### config.mk
export PLATFORM = sky130hd
export DESIGN_NAME = bus_drive_sequencer_flat
export DESIGN_NICKNAME = d
export VERILOG_FILES = /design/src/rtl/bus_drive_sequencer_if.sv /design/src/rtl/bus_drive_sequencer.sv /design/src/flat_wrapper.sv
export SDC_FILE = /design/constraint.sdc
export NUM_CORES = 1
export LEC_CHECK = 0
export ABC_AREA = 1
export BUFFER_PORTS_ARGS = -buffer_cell sky130_fd_sc_hd__buf_2
export CAP_MARGIN = 30
export CORE_UTILIZATION = 38
export CTS_CLUSTER_SIZE = 8
export DETAILED_ROUTE_END_ITERATION = 8
export HOLD_SLACK_MARGIN = 0.02
export PLACE_DENSITY = 0.94
export SLEW_MARGIN = 10
export SYNTH_ARGS = -nofsm -noshare
export SYNTH_HDL_FRONTEND = slang
export SYNTH_SLANG_ARGS = --single-unit
export TNS_END_PERCENT = 30
### constraint.sdc
create_clock -name clock -period 3.3 [get_ports clock]
set_clock_uncertainty 0.2 [all_clocks]
set_input_delay 0.66 -clock clock [delete_from_list [all_inputs] [get_ports clock]]
set_output_delay 0.66 -clock clock [all_outputs]
set_load 0.03 [all_outputs]
### src/rtl/bus_drive_sequencer_if.sv
// Handshake and bus-strobe bundle between the control sequencer and the datapath.
// master = sequencer side, slave = datapath side.
interface bus_drive_sequencer_if;
  logic        run;
  logic [31:0] ir;
  logic        mem_ready;

  // bus-drive strobes (at most one high per cycle)
  logic        PCout, MDRout, Zlowout, Zhighout, HIout, LOout, Yout, InPortout, Cout;
  logic [15:0] RoutSignals;

  // load strobes
  logic        MARin, PCin, MDRin, IRin, Yin, Zin, IncPC, Read;
  logic [15:0] Rin;

  logic [4:0]  alu_op;
  logic        done;
  logic        halted;

  modport master (
    input  run, ir, mem_ready,
    output PCout, MDRout, Zlowout, Zhighout, HIout, LOout, Yout, InPortout, Cout, RoutSignals,
    output MARin, PCin, MDRin, IRin, Yin, Zin, IncPC, Read, Rin,
    output alu_op, done, halted
  );

  modport slave (
    output run, ir, mem_ready,
    input  PCout, MDRout, Zlowout, Zhighout, HIout, LOout, Yout, InPortout, Cout, RoutSignals,
    input  MARin, PCin, MDRin, IRin, Yin, Zin, IncPC, Read, Rin,
    input  alu_op, done, halted
  );
endinterface

### src/rtl/bus_drive_sequencer.sv
// Moore control sequencer: fetch (T0-T2) then opcode-dependent execute (T3-T5).
// Every output is decoded from the state register and ir only, so run and
// mem_ready never reach an output combinationally.
module bus_drive_sequencer (
  input  logic                  clock,
  input  logic                  reset_n,
  bus_drive_sequencer_if.master bus
);

  typedef enum logic [2:0] {IDLE, T0, T1, T2, T3, T4, T5, HALT} state_t;

  typedef struct packed {
    logic pc, mdr, zlow, zhigh, hi, lo, y, inport, c;
  } drive_t;

  typedef struct packed {
    logic mar, pc, mdr, ir, y, z, inc_pc, read;
  } load_t;

  localparam logic [4:0] OP_MFHI = 5'b11000;
  localparam logic [4:0] OP_MFLO = 5'b11001;
  localparam logic [4:0] OP_HALT = 5'b11010;

  state_t      state, state_nx;
  logic        t1_first;     // high only during the first cycle of T1
  logic [4:0]  opcode;
  logic [3:0]  ra, rb, rc;
  logic        is_rtype;
  logic        ir_unused;

  drive_t      drv;
  load_t       ld;
  logic [15:0] rout, rin;
  logic [4:0]  alu;
  logic        done_o, halted_o;

  assign opcode    = bus.ir[31:27];
  assign ra        = bus.ir[26:23];
  assign rb        = bus.ir[22:19];
  assign rc        = bus.ir[18:15];
  assign is_rtype  = (opcode[4:2] == 3'b000);   // add/sub/and/or
  assign ir_unused = ^bus.ir[14:0];

  // State register; reset drops straight to IDLE regardless of clock.
  always_ff @(posedge clock or negedge reset_n) begin
    if (!reset_n) begin
      state    <= IDLE;
      t1_first <= 1'b0;
    end else begin
      state    <= state_nx;
      t1_first <= (state == T0);   // T0 always moves to T1
    end
  end

  // Next-state: run only matters in IDLE and on the done step, never mid-instruction.
  always_comb begin
    state_nx = state;
    case (state)
      IDLE: if (bus.run) state_nx = T0;
      T0:   state_nx = T1;
      T1:   if (bus.mem_ready) state_nx = T2;
      T2:   state_nx = T3;
      T3: begin
        if (is_rtype)              state_nx = T4;
        else if (opcode == OP_HALT) state_nx = HALT;
        else                       state_nx = bus.run ? T0 : IDLE;
      end
      T4:   state_nx = T5;
      T5:   state_nx = bus.run ? T0 : IDLE;
      HALT: state_nx = HALT;
      default: state_nx = IDLE;
    endcase
  end

  // Output decode from state and ir.
  always_comb begin
    drv      = '0;
    ld       = '0;
    rout     = '0;
    rin      = '0;
    alu      = '0;
    done_o   = 1'b0;
    halted_o = 1'b0;
    case (state)
      T0: begin
        drv.pc    = 1'b1;
        ld.mar    = 1'b1;
        ld.inc_pc = 1'b1;
        ld.z      = 1'b1;
        alu       = 5'b00000;
      end
      T1: begin
        // Read/MDRin held through the memory wait; PC reload only once.
        drv.zlow = 1'b1;
        ld.pc    = t1_first;
        ld.read  = 1'b1;
        ld.mdr   = 1'b1;
      end
      T2: begin
        drv.mdr = 1'b1;
        ld.ir   = 1'b1;
      end
      T3: begin
        if (is_rtype) begin
          rout = 16'b1 << rb;
          ld.y = 1'b1;
        end else if (opcode == OP_MFHI) begin
          drv.hi = 1'b1;
          rin    = 16'b1 << ra;
          done_o = 1'b1;
        end else if (opcode == OP_MFLO) begin
          drv.lo = 1'b1;
          rin    = 16'b1 << ra;
          done_o = 1'b1;
        end else begin
          done_o = 1'b1;   // halt and unknown opcodes
        end
      end
      T4: begin
        rout = 16'b1 << rc;
        ld.z = 1'b1;
        alu  = opcode;
      end
      T5: begin
        drv.zlow = 1'b1;
        rin      = 16'b1 << ra;
        done_o   = 1'b1;
      end
      HALT: halted_o = 1'b1;
      default: ;
    endcase
  end

  assign bus.PCout       = drv.pc;
  assign bus.MDRout      = drv.mdr;
  assign bus.Zlowout     = drv.zlow;
  assign bus.Zhighout    = drv.zhigh;
  assign bus.HIout       = drv.hi;
  assign bus.LOout       = drv.lo;
  assign bus.Yout        = drv.y;
  assign bus.InPortout   = drv.inport;
  assign bus.Cout        = drv.c;
  assign bus.RoutSignals = rout;

  assign bus.MARin       = ld.mar;
  assign bus.PCin        = ld.pc;
  assign bus.MDRin       = ld.mdr;
  assign bus.IRin        = ld.ir;
  assign bus.Yin         = ld.y;
  assign bus.Zin         = ld.z;
  assign bus.IncPC       = ld.inc_pc;
  assign bus.Read        = ld.read;
  assign bus.Rin         = rin;

  assign bus.alu_op      = alu;
  assign bus.done        = done_o;
  assign bus.halted      = halted_o;

endmodule

### src/flat_wrapper.sv
// flat-port wrapper written by rule: the top's interface ports become plain ports
module bus_drive_sequencer_flat 
  (clock, reset_n, bus_run, bus_ir, bus_mem_ready, bus_PCout, bus_MDRout, bus_Zlowout, bus_Zhighout, bus_HIout, bus_LOout, bus_Yout, bus_InPortout, bus_Cout, bus_RoutSignals, bus_MARin, bus_PCin, bus_MDRin, bus_IRin, bus_Yin, bus_Zin, bus_IncPC, bus_Read, bus_Rin, bus_alu_op, bus_done, bus_halted);
  bus_drive_sequencer_if bus_i ();
  input  logic clock;
  input  logic reset_n;
  input wire logic [$bits(bus_i.run)-1:0] bus_run;
  input wire logic [$bits(bus_i.ir)-1:0] bus_ir;
  input wire logic [$bits(bus_i.mem_ready)-1:0] bus_mem_ready;
  output wire logic [$bits(bus_i.PCout)-1:0] bus_PCout;
  output wire logic [$bits(bus_i.MDRout)-1:0] bus_MDRout;
  output wire logic [$bits(bus_i.Zlowout)-1:0] bus_Zlowout;
  output wire logic [$bits(bus_i.Zhighout)-1:0] bus_Zhighout;
  output wire logic [$bits(bus_i.HIout)-1:0] bus_HIout;
  output wire logic [$bits(bus_i.LOout)-1:0] bus_LOout;
  output wire logic [$bits(bus_i.Yout)-1:0] bus_Yout;
  output wire logic [$bits(bus_i.InPortout)-1:0] bus_InPortout;
  output wire logic [$bits(bus_i.Cout)-1:0] bus_Cout;
  output wire logic [$bits(bus_i.RoutSignals)-1:0] bus_RoutSignals;
  output wire logic [$bits(bus_i.MARin)-1:0] bus_MARin;
  output wire logic [$bits(bus_i.PCin)-1:0] bus_PCin;
  output wire logic [$bits(bus_i.MDRin)-1:0] bus_MDRin;
  output wire logic [$bits(bus_i.IRin)-1:0] bus_IRin;
  output wire logic [$bits(bus_i.Yin)-1:0] bus_Yin;
  output wire logic [$bits(bus_i.Zin)-1:0] bus_Zin;
  output wire logic [$bits(bus_i.IncPC)-1:0] bus_IncPC;
  output wire logic [$bits(bus_i.Read)-1:0] bus_Read;
  output wire logic [$bits(bus_i.Rin)-1:0] bus_Rin;
  output wire logic [$bits(bus_i.alu_op)-1:0] bus_alu_op;
  output wire logic [$bits(bus_i.done)-1:0] bus_done;
  output wire logic [$bits(bus_i.halted)-1:0] bus_halted;
  assign bus_i.run = bus_run;
  assign bus_i.ir = bus_ir;
  assign bus_i.mem_ready = bus_mem_ready;
  assign bus_PCout = bus_i.PCout;
  assign bus_MDRout = bus_i.MDRout;
  assign bus_Zlowout = bus_i.Zlowout;
  assign bus_Zhighout = bus_i.Zhighout;
  assign bus_HIout = bus_i.HIout;
  assign bus_LOout = bus_i.LOout;
  assign bus_Yout = bus_i.Yout;
  assign bus_InPortout = bus_i.InPortout;
  assign bus_Cout = bus_i.Cout;
  assign bus_RoutSignals = bus_i.RoutSignals;
  assign bus_MARin = bus_i.MARin;
  assign bus_PCin = bus_i.PCin;
  assign bus_MDRin = bus_i.MDRin;
  assign bus_IRin = bus_i.IRin;
  assign bus_Yin = bus_i.Yin;
  assign bus_Zin = bus_i.Zin;
  assign bus_IncPC = bus_i.IncPC;
  assign bus_Read = bus_i.Read;
  assign bus_Rin = bus_i.Rin;
  assign bus_alu_op = bus_i.alu_op;
  assign bus_done = bus_i.done;
  assign bus_halted = bus_i.halted;
  bus_drive_sequencer u_core (.clock(clock), .reset_n(reset_n), .bus(bus_i));
endmodule
; ---- Yosys cells after proc, flatten, opt, wreduce, memory -nomap -nowiden
; Index checks and enable logic that the tools add are counted.
[classes]
n_eq_ne = 12
shifts = 3
reduce_logical = 5
n_mux = 29
[op_table]
columns = op, count
row1 = $mux 16, 4
row2 = $pmux 16 s2, 2
row3 = $shl 1x4->16 const A, 3
row4 = $pmux 3 s8, 1
row5 = $eq 5x5->1 const B, 3
row6 = $mux 1, 13
row7 = $eq 3x3->1 const B, 4
row8 = $mux 3, 4
row9 = $eq 3x2->1 const B, 2
row10 = $logic_not 3->1, 2
row11 = $mux 2, 3
row12 = $mux 5, 1
row13 = $ne 2x2->1 const B, 2
row14 = $reduce_or 2->1, 2
row15 = $eq 3x1->1 const B, 1
row16 = $pmux 1 s2, 1
row17 = $reduce_and 2->1, 1
[totals]
in_bits = 36
register_bits = 4
word_cells = 51

; ---- Logic depth before layout (Yosys ltp)
; Gate-level depths: netlist (run 1).
[depth]
depth_word = 5
mapped_depth = 8
depth_no_buf = 8

; ---- Least setup slack after synthesis (run 1)
; No wires, ideal clock.
[synth_timing]
path_kind = in2out
start = in bus_ir[30]
end = out bus_RoutSignals[8]
required_ns = 2.440
path_stages = 5
path_slack_ns = 0.429
arrival_time_ns = 2.011
n_path_buf = 0
cell_sequence = nor2_1 > nand2_1 > nor2_4 > nand2_1 > o21ai_0
[synth_via]
elab_chain_cells = 3
[synth_lines]
columns = item, line_no
row1 = start: declaration, flat_wrapper.sv:8  ; input wire logic [$bits(bus_i.ir)-1:0] bus_ir;
row2 = $logic_not 3->1, bus_drive_sequencer.sv:41  ; assign is_rtype = (opcode[4:2] == 3'b000);
row3 = $mux 16, bus_drive_sequencer.sv:104  ; if (is_rtype) begin
row4 = $pmux 16 s2, bus_drive_sequencer.sv:84  ; case (state)
row5 = end: declaration, flat_wrapper.sv:19  ; output wire logic [$bits(bus_i.RoutSignals)-1:0] bus_RoutSignals;
; No other way between the ends.

; ---- Worst setup path in the final report (run 1)
; Same ends and word-level chain as after synthesis.

==> results of run 1 <==
## layout make-up
class	instances	share of cell area
clock buffers	3	0.0179
multi-input cells	114	0.490
well taps	28	0.0279
repair buffers	73	0.295
inverters	30	0.0896
flip-flops and latches	4	0.0797
## cell usage after synthesis
| master | count | area share |
|---|---|---|
| sky130_fd_sc_hd__nand3_1 | 26 | 0.15 |
| sky130_fd_sc_hd__conb_1 | 1 | 0.0043 |
| sky130_fd_sc_hd__nor2_1 | 29 | 0.12 |
| sky130_fd_sc_hd__o21ai_1 | 1 | 0.0057 |
| sky130_fd_sc_hd__nand2_2 | 2 | 0.014 |
| sky130_fd_sc_hd__o21ai_0 | 6 | 0.034 |
| sky130_fd_sc_hd__nand2_1 | 14 | 0.060 |
| sky130_fd_sc_hd__nand4_1 | 2 | 0.014 |
| sky130_fd_sc_hd__nor2_4 | 7 | 0.089 |
| sky130_fd_sc_hd__inv_2 | 6 | 0.026 |
| sky130_fd_sc_hd__buf_2 | 1 | 0.0057 |
| sky130_fd_sc_hd__buf_4 | 8 | 0.068 |
| sky130_fd_sc_hd__nand3_4 | 1 | 0.020 |
| sky130_fd_sc_hd__dfrtp_1 | 4 | 0.11 |
| sky130_fd_sc_hd__o22ai_1 | 12 | 0.085 |
| sky130_fd_sc_hd__inv_1 | 24 | 0.10 |
| sky130_fd_sc_hd__nor3_1 | 3 | 0.017 |
| sky130_fd_sc_hd__a21oi_1 | 2 | 0.011 |
| sky130_fd_sc_hd__nand2_4 | 4 | 0.051 |
| sky130_fd_sc_hd__nand3b_1 | 1 | 0.0085 |
## power groups by stage
stage               sequential, W  combinational (W)  clock (W)
global route             0.000124           0.000522  0.0000626
detailed placement       0.000119           0.000482          0
global placement         0.000118           0.000473          0
CTS                      0.000119           0.000483  0.0000621
finish                   0.000118           0.000479  0.0000603
floorplan               0.0000969           0.000419          0
## timing repair
| action | CTS | global route |
|---|---|---|
| endpoints found under the hold margin | 4 | 0 |
| buffers inserted | 0 | 0 |
| hold buffers | 1 | 0 |
## how the worst min path moves through the flow
stage,endpoint,slack (ps),cells after the start
floorplan,u_core.state[0],160,0
global placement,u_core.t1_first,260,1
detailed placement,u_core.state[0],270,1
CTS,u_core.t1_first,470,1
global route,u_core.t1_first,510,1
finish,u_core.t1_first,460,1
## through the flow
step | setup slack, ps | cells | instance area (um2)
floorplan | 429 | 157 | 893
global placement | 676 | 248 | 1220
detailed placement | 698 | 248 | 1220
CTS | 686 | 252 | 1260
global route | 547 | 252 | 1260
finish | 667 | 252 | 1260
## routing by layer
layer | wire [um] | track usage | share of wire
met1 | 1070 | 0.237 | 0.45
met2 | 1170 | 0.324 | 0.49
met3 | 131 | 0 | 0.055
met4 | 16 | 0.0714 | 0.0067
met5 | 0 | 0 | 0
## layout by cell type (no fill, tap or decap), drive strengths merged
cell	instances
inv	30
clkbuf	3
o21ai	7
nand4	2
a21oi	2
buf	72
dfrtp	4
conb	4
nand3	27
dlygate4sd3	1
nor2	36
nand3b	1
o22ai	12
nand2	20
nor3	3
## flip-flops by register name, summed over array words and instances, names as in the netlist
signal,flops
u_core.state,3
u_core.t1_first,1
## critical path: cells and delay by family
family / cells / cell delay (ps)
AOI/OAI and AO/OA: 1 / 210
buffers and inverters: 2 / 320
and+or+nand+nor: 4 / 580
## cell families after synthesis
family,count (synthesis)
buffers and inverters,39
flip-flops,4
other,1
AO/OA/AOI/OAI,21
AND/OR/NAND/NOR,89
==> Flow_metrics.wiki, run 1 <==
{| class="wikitable"
! Metric !! Value
|-
| Final weighted congestion of routability-driven global placement || 0.768
|-
| Overall overflow remaining after global route || 0
|-
| Critical path startpoint || bus_ir[30]
|-
| Sequential element share of the synthesized area || 0.113
|-
| Number of nets in the layout || 262
|-
| Tot GR Track Use || 0.184
|-
| Total area of multi-input combinational cells || 616 um2
|-
| Fin. Hold Viols || 0
|-
| Final core occ || 0.573
|-
| Unique cell type count in the Yosys netlist || 20
|-
| Total area of sequential cells || 100 um2
|-
| Fin Hold WS || 464 ps
|-
| Sink Count || 4
|-
| Initial Util || 0.403
|-
| Sort of element at the start of the critical path || input port
|-
| Number of violations of the max-capacitance limit || 0
|-
| Syn_area_per_cell || 5.73 um2
|-
| Hold wc startpoint || u_core.state[1]
|-
| Total vias in the final route || 1235
|-
| Final-report setup violation count || 0
|-
| CP max stage delay || 220 ps
|-
| Required time at the worst-slack endpoint || 2440 ps
|-
| Net Sw Power || 0.000412 W
|-
| Number of I/O pins || 92
|-
| Slack of the worst reg-to-reg path || 1840 ps
|-
| Site row count || 17
|-
| Xor/xnor share of the synthesized area || 0
|-
| Worst-path clk slew || 40 ps
|-
| Path category of the worst min-delay check || flop to flop
|-
| Relative contribution of the clock network to total power || 0.092
|-
| Final worst path period need || 2630 ps
|-
| Maximum number of pins on one net before global-route repair || 9
|-
| Fillers || 231
|-
| Crit path capture || bus_RoutSignals[8]
|-
| Critical-path top delay cell || sky130_fd_sc_hd__buf_2
|-
| Combinational family with the most area after synthesis || simple AND/OR/NAND/NOR gates
|-
| Adder and majority gate portion of the synthesized area || 0
|-
| Number of antenna repair diodes || 0
|-
| Worst path arrival time || 1770 ps
|-
| Number of design rule violations left after detail routing || 0
|-
| H-tree levels || 1
|-
| Horizontal extent of the die || 50.2 um
|-
| Share of cells above drive strength 1 || 0.424
|-
| Count of synthesis-stage warnings from yosys || 0
|-
| Area of the core region || 2190 um2
|-
| Starting DRT DRC Count || 36
|-
| Int Power || 0.000245 W
|-
| Simple-gate portion of the synthesized area || 0.545
|-
| Reg2reg start || u_core.state[2]
|-
| Netlist area before placement || 882 um2
|-
| Area of the die || 2520 um2
|-
| Mapped Cells || 154
|-
| Drt wl/cell || 9.48 um
|-
| Run status || finished clean
|-
| Highest clock rate || 0.380 GHz
|-
| Crit Path Max Fanout || 8
|-
| Clk root buf || sky130_fd_sc_hd__clkbuf_4
|-
| Maximum vdd ir drop || 0.326 mV
|-
| Relative contribution of combinational cells to total power || 0.728
|-
| Capturing point of the worst reg2reg path || u_core.state[1]
|-
| Wire length of the first global-routing pass || 3730 um
|-
| Slew Viols, Final || 0
|-
| Clock tree from TritonCTS || built
|-
| Number of global-route vias before repair || 955
|-
| Synthesized flop and latch total || 4
|-
| Detailed Routing Iterations Pass 1 || 4
|-
| PostCTS Resize Cnt || 0
|-
| Sequential group share of total power || 0.180
|-
| Share of synthesized area spent on multiplexers || 0
|-
| Number of antenna violations at the first check in global routing || 0
|-
| Die Height || 50.2 um
|-
| Leakage power || 0.798 nW
|-
| Sum of routed wire length over all layers || 2390 um
|-
| Type of destination of the critical path || primary output
|-
| Synthesized-area fraction occupied by ao, oa, aoi and oai cells || 0.136
|-
| P&R area growth vs syn || 42.4%
|-
| Crit path kind || input port to primary output
|-
| Remaining number of nets flagged by the antenna check after routing || 0
|-
| Via density per instance || 4.90
|-
| Switching power as a share of total power || 0.627
|-
| Clk buf depth || 2
|-
| Clock buffer count from CTS || 3
|-
| Total power || 0.000657 W
|-
| Number of buffers added on ports || 72
|-
| Power density over the cells || 523 nW/um2
|-
| Worst-Skew Late Latency || 230 ps
|-
| Cell-by-cell trace of the critical path || buf_2 -> nor2_1 -> nand2_1 -> nor2_4 -> nand2_1 -> o21ai_0 -> buf_2
|-
| Fraction of the cycle the final worst path needs || 0.798
|-
| Setup TNS || 0 ps
|-
| Half-perimeter wire length after placement || 1980 um
|-
| Cell depth of the worst flop-to-flop path || 5
|-
| Setup repair after global routing missed its margin || false
|}
Power figures use the tool's default switching activity.
==> run 2: changes to the inputs <==
--- a/config.mk
+++ b/config.mk
@@ -8,11 +8,11 @@
 export ABC_AREA = 1
 export BUFFER_PORTS_ARGS = -buffer_cell sky130_fd_sc_hd__buf_2
 export CAP_MARGIN = 30
-export CORE_UTILIZATION = 38
+export CORE_UTILIZATION = 32
 export CTS_CLUSTER_SIZE = 8
 export DETAILED_ROUTE_END_ITERATION = 8
 export HOLD_SLACK_MARGIN = 0.02
-export PLACE_DENSITY = 0.94
+export PLACE_DENSITY = 0.85
 export SLEW_MARGIN = 10
 export SYNTH_ARGS = -nofsm -noshare
 export SYNTH_HDL_FRONTEND = slang
==> constraint.sdc (replaced) <==
create_clock -name clock -period 2.15 [get_ports clock]
set_clock_uncertainty 0.2 [all_clocks]
set_input_delay 0.43 -clock clock [delete_from_list [all_inputs] [get_ports clock]]
set_output_delay 0.43 -clock clock [all_outputs]
set_load 0.03 [all_outputs]
==> Flow_metrics.wiki, run 2 (same netlist as run 1, synthesis figures left out) <==
{| class="wikitable"
! Metric !! Value
|-
| Total power || 0.00127 W (+93%)
|-
| Relative contribution of the clock network to total power || 0.072 (-0.020)
|-
| Switching power as a share of total power || 0.563 (-0.0632)
|-
| Starting DRT DRC Count || 25 (-31%)
|-
| Via density per instance || 5.07 (+3.5%)
|-
| Remaining number of nets flagged by the antenna check after routing || 0 (unchanged)
|-
| Slew Viols, Final || 0 (unchanged)
|-
| Path category of the worst min-delay check || input port to async pin
|-
| Worst path arrival time || 1640 ps (-130 ps)
|-
| Initial Util || 0.347 (-0.0560)
|-
| Wire length of the first global-routing pass || 4230 um (+13%)
|-
| Horizontal extent of the die || 54.5 um (+8.6%)
|-
| Highest clock rate || 0.441 GHz
|-
| Clk root buf || sky130_fd_sc_hd__clkbuf_4
|-
| Run status || complete, but fails checks
|-
| Leakage power || 0.902 nW (+13%)
|-
| Fraction of the cycle the final worst path needs || 1.05
|-
| Crit path kind || flop to primary output
|-
| Total vias in the final route || 1365 (+11%)
|-
| Violated checks || negative setup slack
|-
| Tot GR Track Use || 0.193 (+0.00939)
|-
| Half-perimeter wire length after placement || 2110 um (+6.3%)
|-
| Worst-path clk slew || 40 ps (about the same)
|-
| Most frequent cells in the layout || 38 x sky130_fd_sc_hd__buf_2, 34 x sky130_fd_sc_hd__buf_4, 27 x sky130_fd_sc_hd__nor2_1, 25 x sky130_fd_sc_hd__nand3_1, 24 x sky130_fd_sc_hd__inv_1
|-
| Number of cells after detailed placement || 254 (+2.4%)
|-
| Setup repair after global routing missed its margin || true
|-
| Number of antenna repair diodes || 0 (unchanged)
|-
| Number of nets in the layout || 277 (+5.7%)
|-
| Setup TNS || -1180 ps (-1180 ps)
|-
| Fillers || 230 (-0.43%)
|-
| Fin Hold WS || 331 ps (-133 ps)
|-
| Largest registers || u_core.state (3), u_core.t1_first (1)
|-
| Non-filler cells in the finished layout || 269 (+6.7%)
|-
| Maximum number of pins on one net before global-route repair || 9 (unchanged)
|-
| Required time at the worst-slack endpoint || 1520 ps (-920 ps)
|-
| Clk buf depth || 2 (unchanged)
|-
| H-tree levels || 1 (unchanged)
|-
| Area of the core region || 2540 um2 (+16%)
|-
| Final WS setup || -117 ps (-784 ps)
|-
| Largest register FFs || 3 (unchanged)
|-
| Sort of element at the start of the critical path || flop
|-
| Site row count || 18 (+1)
|-
| Crit Path Max Fanout || 6 (-2)
|-
| Capturing point of the worst reg2reg path || u_core.state[1]
|-
| Biggest register || u_core.state
|-
| Overall overflow remaining after global route || 0 (unchanged)
|-
| Number of violations of the max-capacitance limit || 0 (unchanged)
|-
| Cell depth of the worst flop-to-flop path || 7 (+2)
|-
| Reg2reg start || u_core.state[1]
|-
| Final worst path period need || 2270 ps
|-
| Number of design rule violations left after detail routing || 0 (unchanged)
|-
| P&R area growth vs syn || 84.7%
|-
| Final weighted congestion of routability-driven global placement || 0.780 (+1.6%)
|-
| Drt wl/cell || 12.3 um (+29%)
|-
| Commonest non-fill, non-tap cell in the layout || sky130_fd_sc_hd__buf_2
|-
| Sink Count || 4 (unchanged)
|-
| Clock tree from TritonCTS || built
|-
| Maximum vdd ir drop || 0.732 mV (+120%)
|-
| Sum of routed wire length over all layers || 3300 um (+38%)
|-
| Type of destination of the critical path || primary output
|-
| Relative contribution of combinational cells to total power || 0.810 (+0.082)
|-
| Placed instance area || 1260 um2 (+3.1%)
|-
| Area of the die || 2970 um2 (+18%)
|-
| Worst-Skew Late Latency || 230 ps (about the same)
|-
| Net Sw Power || 0.000715 W (+74%)
|-
| Number of antenna violations at the first check in global routing || 0 (unchanged)
|-
| Sequential group share of total power || 0.118 (-0.062)
|-
| Share of cells above drive strength 1 || 0.536 (+0.111)
|-
| Fin. Hold Viols || 0 (unchanged)
|-
| Slack of the worst reg-to-reg path || 660 ps (-1180 ps)
|-
| Total non-filler cell area in the finished layout || 1630 um2 (+30%)
|-
| Number of global-route vias before repair || 1087 (+14%)
|-
| Int Power || 0.000554 W (+130%)
|-
| Clock buffer count from CTS || 3 (unchanged)
|-
| Critical path startpoint || u_core.state[0]
|-
| Number of I/O pins || 92 (unchanged)
|-
| Final-report setup violation count || 21 (+21)
|-
| Detailed Routing Iterations Pass 1 || 4 (unchanged)
|-
| Die Height || 54.5 um (+8.6%)
|-
| Number of buffers added on ports || 72 (unchanged)
|-
| Power density over the cells || 779 nW/um2 (+49%)
|}
[run 2: cell count changes in the layout (fill, tap and decap cells not counted), sizes merged]
| cell | delta |
|---|---|
| clkbuf | +1 |
| buf | +14 |
[run 2: through the flow]
step	worst slack, ps	util
final	-117	0.640
after floorplan	-108	-
after global routing	-199	0.640
after global placement	30.4	0.496
after CTS	-30.3	0.584
after detailed placement	49.0	0.496
[run 2: power by group through the flow]
stage	Sequential, W	Clock [W]	Combinational [W]
4_1_cts	0.000148	0.0000949	0.000950
2_1_floorplan	0.000150	0	0.000647
6_report	0.000149	0.0000915	0.00103
5_1_grt	0.000155	0.000104	0.00111
3_3_place_gp	0.000151	0	0.000811
3_5_place_dp	0.000152	0	0.000825
[run 2: final cells by class]
type / count / area, um2 / share of cell area
Clock buffer: 3 / 22.5 / 0.0138
Inverter: 30 / 120 / 0.0737
Multi-Input combinational cell: 114 / 727 / 0.446
Sequential cell: 4 / 101 / 0.0622
Tap cell: 30 / 37.5 / 0.0230
Timing Repair Buffer: 88 / 621 / 0.381
[run 2: worst max path at each step]
stage / to / slack (ps) / cells after the start
after floorplan: bus_RoutSignals[10] / -110 / 5
after global routing: bus_RoutSignals[11] / -200 / 8
after detailed placement: bus_RoutSignals[14] / 50 / 7
after global placement: bus_RoutSignals[4] / 30 / 7
final: bus_RoutSignals[5] / -120 / 8
after CTS: bus_RoutSignals[11] / -30 / 7
[run 2: critical path, cell delays in order, from the launching register on]
cell and delay (ps):
sky130_fd_sc_hd__dfrtp_1 370, sky130_fd_sc_hd__inv_2 80, sky130_fd_sc_hd__buf_6 120, sky130_fd_sc_hd__nor2_4 130, sky130_fd_sc_hd__nand2_4 90, sky130_fd_sc_hd__nor2_4 160
sky130_fd_sc_hd__inv_4 80, sky130_fd_sc_hd__o22ai_2 190, sky130_fd_sc_hd__buf_6 160
[run 2: routing by layer]
metal,share of wire,GRT usage,vias to the layer above
li1,-,-,662
met4,0.024,0.0940,0
met5,0,0,-
met2,0.53,0.358,68
met1,0.38,0.213,624
met3,0.060,0.0250,11
[run 2: repair_timing]
action                                  in CTS  in global routing
endpoints found under the setup margin      32                 36
pin swaps                                    3                  6
buffers inserted                             8                  3
gates resized for setup                     43                 34
hold buffers                                 1                  0
endpoints found under the hold margin        4                  0
==> run 3: changes to the inputs <==
--- a/config.mk
+++ b/config.mk
@@ -11,6 +11,7 @@
 export CORE_UTILIZATION = 32
 export CTS_CLUSTER_SIZE = 8
 export DETAILED_ROUTE_END_ITERATION = 8
+export GPL_TIMING_DRIVEN = 0
 export HOLD_SLACK_MARGIN = 0.02
 export PLACE_DENSITY = 0.85
 export SLEW_MARGIN = 10
==> Flow_metrics.wiki, run 3 (same netlist as run 1, synthesis figures left out) <==
{| class="wikitable"
! Metric !! Value
|-
| Maximum vdd ir drop || 0.724 mV (-1.1%)
|-
| Highest clock rate || 0.448 GHz (+1.6%)
|-
| Largest registers || u_core.state (3), u_core.t1_first (1)
|-
| Placed instance area || 1300 um2 (+2.8%)
|-
| Non-filler cells in the finished layout || 269 (unchanged)
|-
| Overall overflow remaining after global route || 0 (unchanged)
|-
| Site row count || 18 (unchanged)
|-
| DP Worst Slack || -33.5 ps (-82.5 ps)
|-
| Setup repair after global routing missed its margin || true
|-
| Maximum number of pins on one net before global-route repair || 9 (unchanged)
|-
| Final weighted congestion of routability-driven global placement || 0.783 (+0.31%)
|-
| Clock buffer count from CTS || 3 (unchanged)
|-
| Run status || complete, but fails checks
|-
| Wire length of the first global-routing pass || 4030 um (-4.7%)
|-
| Critical-path top delay cell || sky130_fd_sc_hd__dfrtp_2
|-
| Crit path kind || flop to primary output
|-
| Met2 Resource Use GR || 0.354 (-0.00407)
|-
| Area of the core region || 2540 um2 (unchanged)
|-
| Total power || 0.00122 W (-3.6%)
|-
| Biggest register || u_core.state
|-
| Required time at the worst-slack endpoint || 1520 ps (about the same)
|-
| Grt peak-use layer || met2
|-
| Number of global-route vias before repair || 991 (-8.8%)
|-
| Cell depth of the worst flop-to-flop path || 7 (unchanged)
|-
| Clock tree from TritonCTS || built
|-
| Sum of routed wire length over all layers || 3190 um (-3.5%)
|-
| Fraction of the cycle the final worst path needs || 1.04 (-0.0165)
|-
| Path category of the worst min-delay check || input port to async pin
|-
| Most frequent cells in the layout || 39 x sky130_fd_sc_hd__buf_2, 33 x sky130_fd_sc_hd__buf_4, 25 x sky130_fd_sc_hd__nand3_1, 24 x sky130_fd_sc_hd__inv_1, 23 x sky130_fd_sc_hd__nor2_1
|-
| Slew Viols, Final || 0 (unchanged)
|-
| Tot GR Track Use || 0.181 (-0.0122)
|-
| Slack of the worst reg-to-reg path || 670 ps (about the same)
|-
| Total vias in the final route || 1338 (-2.0%)
|-
| CP max stage delay || 450 ps (+80 ps)
|-
| Total buffers and inverters traversed by the critical path || 2 (-2)
|-
| Number of buffers added on ports || 72 (unchanged)
|-
| Met1 usage in global routing || 0.203 (-0.0101)
|-
| Commonest non-fill, non-tap cell in the layout || sky130_fd_sc_hd__buf_2
|-
| Worst-path clk slew || 40 ps (about the same)
|-
| Sort of element at the start of the critical path || flop
|-
| Cell-by-cell trace of the critical path || inv_4 -> nand3_4 -> nor2_4 -> nand2_4 -> o22ai_2 -> buf_6
|-
| Number of antenna violations at the first check in global routing || 0 (unchanged)
|-
| Die Height || 54.5 um (unchanged)
|-
| Final worst path period need || 2230 ps (-35.5 ps)
|-
| Fin. Hold Viols || 0 (unchanged)
|-
| P&R area growth vs syn || 85.2%
|-
| Final-report setup violation count || 29 (+38%)
|-
| Number of antenna repair diodes || 0 (unchanged)
|-
| Half-perimeter wire length after placement || 2070 um (-1.6%)
|-
| Clk root buf || sky130_fd_sc_hd__clkbuf_4
|-
| Number of nets in the layout || 277 (unchanged)
|-
| Number of cells after detailed placement || 259 (+2.0%)
|-
| Type of destination of the critical path || primary output
|-
| Number of violations of the max-capacitance limit || 0 (unchanged)
|-
| Violated checks || negative setup slack
|-
| Crit path capture || bus_RoutSignals[11]
|-
| Number of I/O pins || 92 (unchanged)
|-
| Total non-filler cell area in the finished layout || 1630 um2 (+0.31%)
|-
| Capturing point of the worst reg2reg path || u_core.state[1]
|-
| Starting DRT DRC Count || 23 (-8.0%)
|-
| Largest register FFs || 3 (unchanged)
|-
| Top Family by Delay on Critical Path || simple AND/OR/NAND/NOR gates
|-
| Leakage power || 0.908 nW (+0.71%)
|-
| Worst path arrival time || 1600 ps (-40 ps)
|-
| Critical path startpoint || u_core.state[0]
|-
| Initial Util || 0.347 (unchanged)
|-
| Via density per instance || 4.97 (-2.0%)
|-
| Remaining number of nets flagged by the antenna check after routing || 0 (unchanged)
|-
| Total area of sequential cells || 103 um2 (+1.2%)
|-
| Power density over the cells || 749 nW/um2 (-3.9%)
|-
| Detailed Routing Iterations Pass 1 || 4 (unchanged)
|-
| Area of the die || 2970 um2 (unchanged)
|-
| Reg2reg start || u_core.state[1]
|-
| Fillers || 216 (-6.1%)
|-
| Sink Count || 4 (unchanged)
|-
| Worst-Skew Late Latency || 240 ps (about the same)
|-
| H-tree levels || 1 (unchanged)
|-
| Crit Path Max Fanout || 8 (+2)
|-
| Final WS setup || -81.7 ps (+35.5 ps)
|-
| Drt wl/cell || 11.8 um (-3.5%)
|-
| Share of cells above drive strength 1 || 0.548 (+0.0126)
|-
| Number of design rule violations left after detail routing || 0 (unchanged)
|-
| Fin Hold WS || 326 ps (-5.63 ps)
|-
| Total area of multi-input combinational cells || 729 um2 (+0.34%)
|-
| Worst path depth || 6 (-2)
|-
| Clk buf depth || 2 (unchanged)
|-
| Met3 usage || 0.00556 (-0.0194)
|-
| Horizontal extent of the die || 54.5 um (unchanged)
|}
## run 3: power by group
part | switching [W] | total, W | leakage [nW] | internal [W]
registers | 0.0000499 | 0.000165 | 0.0480 | 0.000116
clock network | 0.0000331 | 0.0000957 | 0.0138 | 0.0000626
logic | 0.000625 | 0.000962 | 0.847 | 0.000337
total | 0.000708 | 0.00122 | 0.908 | 0.000515
## run 3: worst min path at each step
stage / from / endpoint / depth (start not counted)
5_1_grt: reset_n / u_core.state[2] / 2
2_1_floorplan: reset_n / u_core.state[0] / 0
6_report: reset_n / u_core.t1_first / 2
3_5_place_dp: reset_n / u_core.t1_first / 1
4_1_cts: bus_mem_ready / u_core.state[0] / 3
3_3_place_gp: reset_n / u_core.t1_first / 1
## run 3: per-layer routing
metal,vias to the layer above,part of all wire
li1,662,-
met1,620,0.38
met2,50,0.55
met3,6,0.058
met4,0,0.018
met5,-,0
## run 3: final cells by class
type / instances / share of cell area
repair buffers: 79 / 0.339
flip-flops and latches: 4 / 0.0628
multi-input cells: 114 / 0.446
plain buffers: 9 / 0.0413
inverters: 30 / 0.0735
clock buffers: 3 / 0.0138
well taps: 30 / 0.0230
## run 3: per-stage QoR
step / utilization / TNS, ps
3_3_place_gp: 0.509 / -7.09
5_1_grt: 0.642 / -3360
4_1_cts: 0.580 / -151
6_report: 0.642 / -1150
3_5_place_dp: 0.509 / -54.9
2_1_floorplan: - / -2540
## run 3: repair_timing
item | CTS | global route
hold endpoints to repair | 4 | 0
resized for setup | 41 | 38
pin swaps | 2 | 4
hold buffers | 1 | 0
setup buffers | 5 | 1
setup endpoints to repair | 32 | 33
